### config.mk
export PLATFORM = sky130hd
export DESIGN_NAME = monitor_contador
export DESIGN_NICKNAME = d
export VERILOG_FILES = /design/src/rtl/monitor_contador.sv
export SDC_FILE = /design/constraint.sdc
export NUM_CORES = 1
export LEC_CHECK = 0
export CORE_MARGIN = 2
export CORE_UTILIZATION = 30
export DETAILED_ROUTE_END_ITERATION = 12
export PLACE_DENSITY = 0.54
export SLEW_MARGIN = 20
export SYNTH_ARGS = -nofsm -noshare
export SYNTH_HDL_FRONTEND = slang
export SYNTH_SLANG_ARGS = --single-unit
### constraint.sdc
create_clock -name clk -period 1.9 [get_ports clk]
set_input_delay 0.38 -clock clk [delete_from_list [all_inputs] [get_ports clk]]
set_output_delay 0.38 -clock clk [all_outputs]
set_load 0.01 [all_outputs]
### src/rtl/monitor_contador.sv
// monitor_contador: passive lockstep checker comparing a reference 4-bit counter against its netlist.
// After a warmup window it flags, counts and captures the first divergence between the two.
module monitor_contador #(
    parameter int unsigned WARMUP  = 2,
    parameter int unsigned STAMP_W = 16
) (
    input  logic               clk,
    input  logic               reset,
    input  logic               enable,
    input  logic [3:0]         Q_a,
    input  logic               rco_a,
    input  logic               load_a,
    input  logic [3:0]         Q_b,
    input  logic               rco_b,
    input  logic               load_b,
    output logic [1:0]         state,
    output logic               mismatch,
    output logic               error,
    output logic [7:0]         mismatch_count,
    output logic [STAMP_W-1:0] first_cycle,
    output logic [3:0]         first_Q_a,
    output logic [3:0]         first_Q_b
);

    // state | meaning
    // IDLE  | enable low, nothing compared
    // WARM  | enabled, letting both counters settle for WARMUP cycles
    // CHECK | enabled, every sample compared
    typedef enum logic [1:0] {
        IDLE  = 2'b00,
        WARM  = 2'b01,
        CHECK = 2'b10
    } state_t;

    localparam logic [4:0] WARMUP_L = 5'(WARMUP);

    state_t             r_state;
    state_t             w_next_state;
    logic [3:0]         r_warm_cnt;
    logic [3:0]         w_next_warm_cnt;
    logic [STAMP_W-1:0] r_cyc;
    logic               r_mismatch;
    logic               r_error;
    logic [7:0]         r_mismatch_count;
    logic [STAMP_W-1:0] r_first_cycle;
    logic [3:0]         r_first_Q_a;
    logic [3:0]         r_first_Q_b;
    logic               w_warm_done;
    logic               w_diff;
    logic               w_mis;

    // Widened so the compare stays valid for WARMUP up to 15 without wrap.
    assign w_warm_done = (({1'b0, r_warm_cnt}) + 5'd1) == WARMUP_L;

    always_comb begin
        w_next_state    = r_state;
        w_next_warm_cnt = 4'd0;
        if (!enable) begin
            w_next_state = IDLE;
        end else begin
            case (r_state)
                IDLE:    w_next_state = (WARMUP == 0) ? CHECK : WARM;
                WARM: begin
                    if (w_warm_done) begin
                        w_next_state = CHECK;
                    end else begin
                        w_next_warm_cnt = r_warm_cnt + 4'd1;
                    end
                end
                CHECK:   w_next_state = CHECK;
                default: w_next_state = IDLE;
            endcase
        end
    end

    // Case-inequality so an X or Z on either side is treated as a divergence.
    assign w_diff = (Q_a !== Q_b) || (rco_a !== rco_b) || (load_a !== load_b);
    assign w_mis  = (r_state == CHECK) && enable && w_diff;

    always_ff @(posedge clk) begin
        if (reset) begin
            r_state          <= IDLE;
            r_warm_cnt       <= 4'd0;
            r_cyc            <= '0;
            r_mismatch       <= 1'b0;
            r_error          <= 1'b0;
            r_mismatch_count <= 8'd0;
            r_first_cycle    <= '0;
            r_first_Q_a      <= 4'd0;
            r_first_Q_b      <= 4'd0;
        end else begin
            r_state    <= w_next_state;
            r_warm_cnt <= w_next_warm_cnt;
            r_cyc      <= r_cyc + STAMP_W'(1);
            r_mismatch <= w_mis;
            if (w_mis) begin
                r_error <= 1'b1;
                if (r_mismatch_count != 8'hFF) begin
                    r_mismatch_count <= r_mismatch_count + 8'd1;
                end
                if (!r_error) begin
                    r_first_cycle <= r_cyc;
                    r_first_Q_a   <= Q_a;
                    r_first_Q_b   <= Q_b;
                end
            end
        end
    end

    assign state          = r_state;
    assign mismatch       = r_mismatch;
    assign error          = r_error;
    assign mismatch_count = r_mismatch_count;
    assign first_cycle    = r_first_cycle;
    assign first_Q_a      = r_first_Q_a;
    assign first_Q_b      = r_first_Q_b;

endmodule
* Word-level counts from Yosys, hierarchy flattened
Cells that the tools add are included.
Cells by class: add/subtract/negate cells 4, eq/ne operators 8, mux-type cells 2, bitwise logic cells 3, reductions and logical operators 9
Operator list (count):
- $add A16 B1 Y16 const B | 1
- $add A8 B1 Y8 const B | 1
- $ne A8 B8 Y1 const B | 1
- $pmux W2 S3 | 1
- $add A4 B1 Y5 const B | 1
- $eq A5 B2 Y1 const B | 1
- $add A4 B1 Y4 const B | 1
- $nex A4 B4 Y1 | 1
- $reduce_and A2 Y1 | 2
- $reduce_or A4 Y1 | 1
- $not A1 Y1 | 3
- $eq A2 B1 Y1 const B | 1
- $eq A2 B2 Y1 const B | 1
- $logic_and A1 B1 Y1 | 2
- $logic_not A2 Y1 | 1
- $logic_or A1 B1 Y1 | 2
- $mux W2 | 1
- $ne A2 B2 Y1 const B | 1
- $nex A1 B1 Y1 | 2
- $reduce_or A2 Y1 | 1
Storage, ports and cells: flip-flop bits (word level) 56, bits of input ports 15, output and inout port bits 36

* Logic depth before layout (Yosys ltp)
depth after elaboration 5, gate-level depth with buffers 7, gate-level depth less buffers 6

* Worst setup path before layout
Ideal clock, no wire load.
path kind register to register, from register r_mismatch_count[0], in the netlist mismatch_count[0], to register r_mismatch_count[7], in the netlist mismatch_count[7], setup time 0.123 ns, arrival 1.700 ns, required time 1.777 ns, slack 0.077 ns, stages on the path, launching flop included 7, buffers on the path 0, period minus slack after synthesis 1.823 ns, path through dfxtp_1 ha_1 nand4_1 nor2_1 or3_1 nor4_1 mux2_1
On the way: cells in the longest elaborated chain, start to end 2
RTL lines:
- start: declaration | RTL line 44 | logic [7:0] r_mismatch_count;
- start signal: assignment | RTL line 99 | r_mismatch_count <= r_mismatch_count + 8'd1;
- parallel branches: the longest is 2 deep, another holds $add A8 B1 Y8
Parallel ways; which one is timed is not known. A chain may end at the register's enable or synchronous reset.

* Final worst setup path
Ends and elaborated chain as after synthesis.

==> reports/results.ini <==
[clock_tree]
path_clk_slew_ns=0.10
clock-root-buffer=clkbuf_8
numCtsBuffers=5
hold_buffers=0
cts_sinks=56
cts_tree=yes
htree_levels=2
clock_latency_ns=0.30
clockBufferDepth=2

[layout]
syn_to_final_growth_pct=36.96
nets=334
fillers=754
drive_gt1_share_pct=11.86
design_area_um2=3264
diodes=0

[run]
max-cap-violations=0

[floorplan]
ios=51
dieWidth_um=93.14
die_h_um=93.14
core_area_um2=7727
start_util_pct=30.85
die-area_um2=8674
num_rows=32

[setup_path]
critPathTopFamily=simple AND/OR/NAND/NOR gates
cp-start-kind=flip-flop
slowest_delay_ns=0.43
cp_cell_sequence=ha_1, nand4_1, nor2_1, or3_1, nor4_2, mux2_1
required_ns=2.10
cp_max_fo=3
worstSetupEndpointType=flip-flop
setup.worst_path.class=reg -> reg
critPathArrivalTime_ns=2.01
cp_slowest_cell=or3_1
cp_num_buf_inv=0

[sta]
report.final.setup_viol=0
rsz0062_at_grt=yes
fin_setup_tns_ns=0
fin_crit_ns=1.809
max_freq_ghz=0.5528
worstMarginPinSlew_ns=0.4851
drv_slew=0
timing.slew.headroom_pct=67.32
layout_worst_path_cycle_share_pct=95.21
fin_skew_ns=0.006058
hold_ws_ns=0.4055
finalHoldViolCount=0

[yosys]
synth_seq_area_share_pct=47.03
syn-num-nets=271
syn_area_um2=2384
syn_inst=249
ys_ff_latch=56
synth.distinct_cells=35
avgSynthCellArea_um2=9.572
yosysWarnings=0

[grt]
grt_usage_pct=11.62
grt_max_degree=32
grt_overflow=0
antenna_found_initial=0
first_global_vias=1769
grt_pass1_wl_um=8197

[routing]
routedWlPerCell_um=11.71
drt_wl_total_um=4847
firstDrtPassIters=4
viasPerCell=4.488
drt_first_iter_violations=58
drtAntennaViolNets=0
vias=1858
post-route-drc-count=0

[power]
peakVddDrop_mv=0.2661
power_density_nw_per_um2=686.2
power.leakage_nw=1.173

[placed_design]
place_area_um2=3055
post-dp-hpwl_um=3463
port_buffers=50
gp_congestion=0.7670

[min_path]
min_path_type=in -> reg

[outcome]
outcome=complete, no violations

[routing by layer]
| metal | GRT usage [%] | part of all wire (%) | vias up |
|---|---|---|---|
| li1 | - | - | 955 |
| met1 | 14.66 | 46 | 855 |
| met2 | 19.50 | 48 | 44 |
| met3 | 3.143 | 4.7 | 4 |
| met4 | 3.309 | 0.78 | 0 |
| met5 | 0 | 0 | - |
[through the flow]
stage                     std cells  worst slack [ns]  total power, W  util [%]
after CTS                       413          0.002819        0.002276     41.45
after detailed placement        405           -0.3943        0.001369     39.54
final                           414           0.09106        0.002240     42.24
after global routing            414         -0.007082        0.002346     42.24
after global placement          405           -0.4115        0.001368     39.54
after floorplan                 249           0.07699        0.001302         -
[power breakdown]
part,internal (W),switching [W]
clock network,0.000519,0.000375
logic,0.0000730,0.0000758
registers,0.00119,0.0000126
total,0.00178,0.000463
[final cells by class]
cell class                 count  area [um2]  area share, %
tap                          102       127.6          3.910
sequential                    56        1121          34.34
multi-input combinational    177        1231          37.72
clock buffer                   5       68.82          2.108
inverter                       5       18.77         0.5749
clock inverter                 2       60.06          1.840
timing repair buffer          67       636.9          19.51
[path summary, 6_finish.rpt]
kind	from	to	slack [ns]	cells past startpoint
setup / recovery	mismatch_count[0]	mismatch_count[7]	0.09	6
hold / removal	Q_b[0]	first_Q_b[0]	0.41	3
setup reg to reg	mismatch_count[0]	mismatch_count[7]	0.09	6
hold reg to reg	r_cyc[0]	r_cyc[0]	0.49	1
[worst reg2reg max path, stage by stage (launching register included)]
cell and delay [ns]:
dfxtp_1 0.32, ha_1 0.22, nand4_1 0.15, nor2_1 0.08
or3_1 0.43, nor4_2 0.17, mux2_1 0.34
[Yosys cell counts]
master / instances / share of area [%]
mux2_1: 2 / 0.94
a211oi_4: 1 / 0.84
or3_1: 1 / 0.26
nand3b_1: 1 / 0.32
or4b_1: 1 / 0.42
and2_4: 1 / 0.37
buf_6: 3 / 1.4
o21ai_0: 1 / 0.21
and2_1: 1 / 0.26
nand2b_1: 4 / 1.0
and3b_1: 1 / 0.37
nor4_1: 2 / 0.52
xnor2_1: 7 / 2.6
nand2_1: 9 / 1.4
or4_1: 2 / 0.63
nor2_1: 55 / 8.7
nor2b_1: 3 / 0.79
ha_1: 7 / 3.7
o31ai_1: 3 / 0.94
or2_2: 1 / 0.26
xor2_1: 15 / 5.5
nor4_4: 1 / 0.89
nor3_1: 5 / 1.0
buf_1: 3 / 0.47
a21oi_1: 6 / 1.3
and3_1: 2 / 0.52
o41ai_1: 1 / 0.37
nor4b_1: 1 / 0.37
inv_1: 5 / 0.79
a2111oi_0: 1 / 0.37
dfxtp_1: 56 / 47
mux2i_1: 27 / 11
clkbuf_1: 5 / 0.79
nand3_1: 12 / 2.5
nand4_1: 3 / 0.79
[registers in the layout (all words and copies together) (netlist names)]
register,cells
first_Q_a,4
first_cycle,16
mismatch,1
state,2
r_cyc,16
error,1
first_Q_b,4
mismatch_count,8
r_warm_cnt,4
[cell families after synthesis]
group / share of synthesized area (%)
DFF: 47.03
buffers and inverters: 3.465
and+or+nand+nor: 21.47
adders and majority gates: 3.674
muxes: 12.28
AOI/OAI and AO/OA: 3.989
xor gates and xnor gates: 8.084
[cell usage in the layout (no fill, tap or decap), types with 3 or more instances in the layout]
| cell | instances |
|---|---|
| dfxtp_1 | 56 |
| nor2_1 | 54 |
| clkdlybuf4s50_1 | 42 |
| mux2i_1 | 27 |
| buf_4 | 14 |
| nand3_1 | 12 |
| xor2_1 | 11 |
| nand2_1 | 9 |
| xnor2_1 | 7 |
| ha_1 | 7 |
| a21oi_1 | 6 |
| inv_1 | 5 |
| nor3_1 | 5 |
| clkbuf_8 | 5 |
| nand2b_1 | 4 |
| xor2_2 | 4 |
| dlygate4sd2_1 | 4 |
| nand4_1 | 3 |
| nor2b_1 | 3 |
| o31ai_1 | 3 |
| dlymetal6s2s_1 | 3 |
| buf_6 | 3 |
[repair_timing]
item / in CTS / in global routing
gates resized for setup: 7 / 12
buffers inserted: 1 / 1
endpoints found under the setup margin: 3 / 27
pin swaps: 0 / 3
endpoints found under the hold margin: 0 / 0
Note: power is estimated with default switching activity, not from simulation.
==> variant (same flow settings) <==
`STAMP_W`: 16 -> 12.
--- a/src/rtl/monitor_contador.sv
+++ b/src/rtl/monitor_contador.sv
@@ -2,7 +2,7 @@
 // After a warmup window it flags, counts and captures the first divergence between the two.
 module monitor_contador #(
     parameter int unsigned WARMUP  = 2,
-    parameter int unsigned STAMP_W = 16
+    parameter int unsigned STAMP_W = 12
 ) (
     input  logic               clk,
     input  logic               reset,
Ports: changed (resized first_cycle); port bits go from 51 to 47. The function was not compared with the original's and may differ.
==> variant against the unedited design <==
- design area decreased by 9.9%
- maximum frequency up 0.41%
- routed wire length is 11% lower
- setup slack better by 0.0073 ns
- global-route usage is 0.10 points higher
- synthesized area decreased by 13%
- non-clock buffer count is 4 lower
- clock skew is 0.00056 ns lower
- total power decreased by 19%
- sequential cell count down 8
- core utilization up 1.5 points
- critical path type is now input port to flop
- largest cell class unchanged
- largest power group unchanged
- highest routed layer unchanged
==> variant: results (changes against the unedited design) <==
* Vias at 1623 (-13%)
* Fillers at 654 (-13%)
* Worst-Margin Slew at 0.474 ns (-0.0115 ns)
* Slowest stage delay, CP at 0.50 ns (+0.07 ns)
* Met1 track demand over resource at 15.7% (+1.1 points)
* Clock Skew at 0.00550 ns (-0.000561 ns)
* Unique cell type count in the Yosys netlist at 36 (+2.9%)
* I/O Buffers at 46 (-8.0%)
* Placed Instances at 345 (-15%)
* Met2 WL post-DR at 1950 µm (-17%)
* Gpl congestion at 0.717 (-6.6%)
* DP Wirelength at 2880 µm (-17%)
* Pint at 1.40 mW (-21%)
* Buffering overhead at 22.0% (+2.5 points)
* Mapped Cells at 213 (-14%)
* Non-filler instance count after layout at 357 (-14%)
* Status: complete, no violations
* Global-route wire length before repair at 7050 µm (-14%)
* Resize count post-CTS at 8 (+1)
* Nets@finish at 298 (-11%)
* Signal buffers at 63 (-6.0%)
* Seq cells at 48 (-14%)
* Gr usage total at 11.7% (+0.10 points)
* Multi-input comb cells at 153 (-14%)
* CTS clock-pin slew for the worst setup and hold paths at 0.08 ns (-0.02 ns)
* WL met3 at 162 µm (-29%)
* Synth area leaders: dfxtp_1 (46%), mux2i_1 (11%), nor2_1 (8.2%)
* Power Combinational at 0.168 mW (+13%)
* CP max-delay cell: clkdlybuf4s50_1
* Max FO, Critical Path at 5 (+2)
* Placed inst area at 2720 µm² (-11%)
* Seq/Total Area, Yosys at 46.5% (-0.57 points)
* Post-Route M1 WL at 2160 µm (-3.4%)
* Post-Place Setup Slack at -0.332 ns (+0.0619 ns)
* Multi-input combinational area share at 38.2% (+0.48 points)
* Iteration-0 DRC Markers at 66 (+14%)
* WL/cell at 12.1 µm (+3.3%)
* Total Power at 1.82 mW (-19%)
* Clock buffer count at 8 (+3)
* Static Leak at 1.11 nW (-5.0%)
* Crit path max-delay family: buffers and inverters
* Post-Syn Nets at 235 (-13%)
* Met3 Resource Use GR at 2.75% (-0.39 points)
* P_clk at 0.618 mW (-31%)
* Commonest cells post-synth: dfxtp_1 (48), nor2_1 (45), mux2i_1 (23), xor2_1 (14), nand2_1 (9)
* Crit path DAT at 1.98 ns (-0.03 ns)
* Clk tree area frac at 3.06% (-0.89 points)
* Met2 usage at 18.3% (-1.2 points)
==> variant: cells by family (layout without fill, tap and decap cells) <==
logic type               count (synthesis)  in the layout  synth area share, %
multiplexers                            25             25                 12.4
AO/OA/AOI/OAI                           14             14                 5.38
adder cells (fa/ha/maj)                  7              7                 4.23
buffers and inverters                   12             76                 2.90
XOR/XNOR                                18             18                 7.62
AND/OR/NAND/NOR                         89             89                 21.0
flip-flops                              48             48                 46.5
==> variant: worst paths after layout <==
kind                              start                     endpoint  slack [ns]  cells after the start
setup / recovery                 load_b  first_cycle[9]$_SDFFE_PP0P_         0.1                      8
hold / removal                   Q_b[0]    first_Q_b[0]$_SDFFE_PP0P_        0.45                      3
setup reg to reg  state[0]$_SDFFE_PP0P_  first_cycle[9]$_SDFFE_PP0P_        0.26                      8
hold reg to reg     r_cyc[0]$_SDFF_PP0_          r_cyc[0]$_SDFF_PP0_        0.49                      1
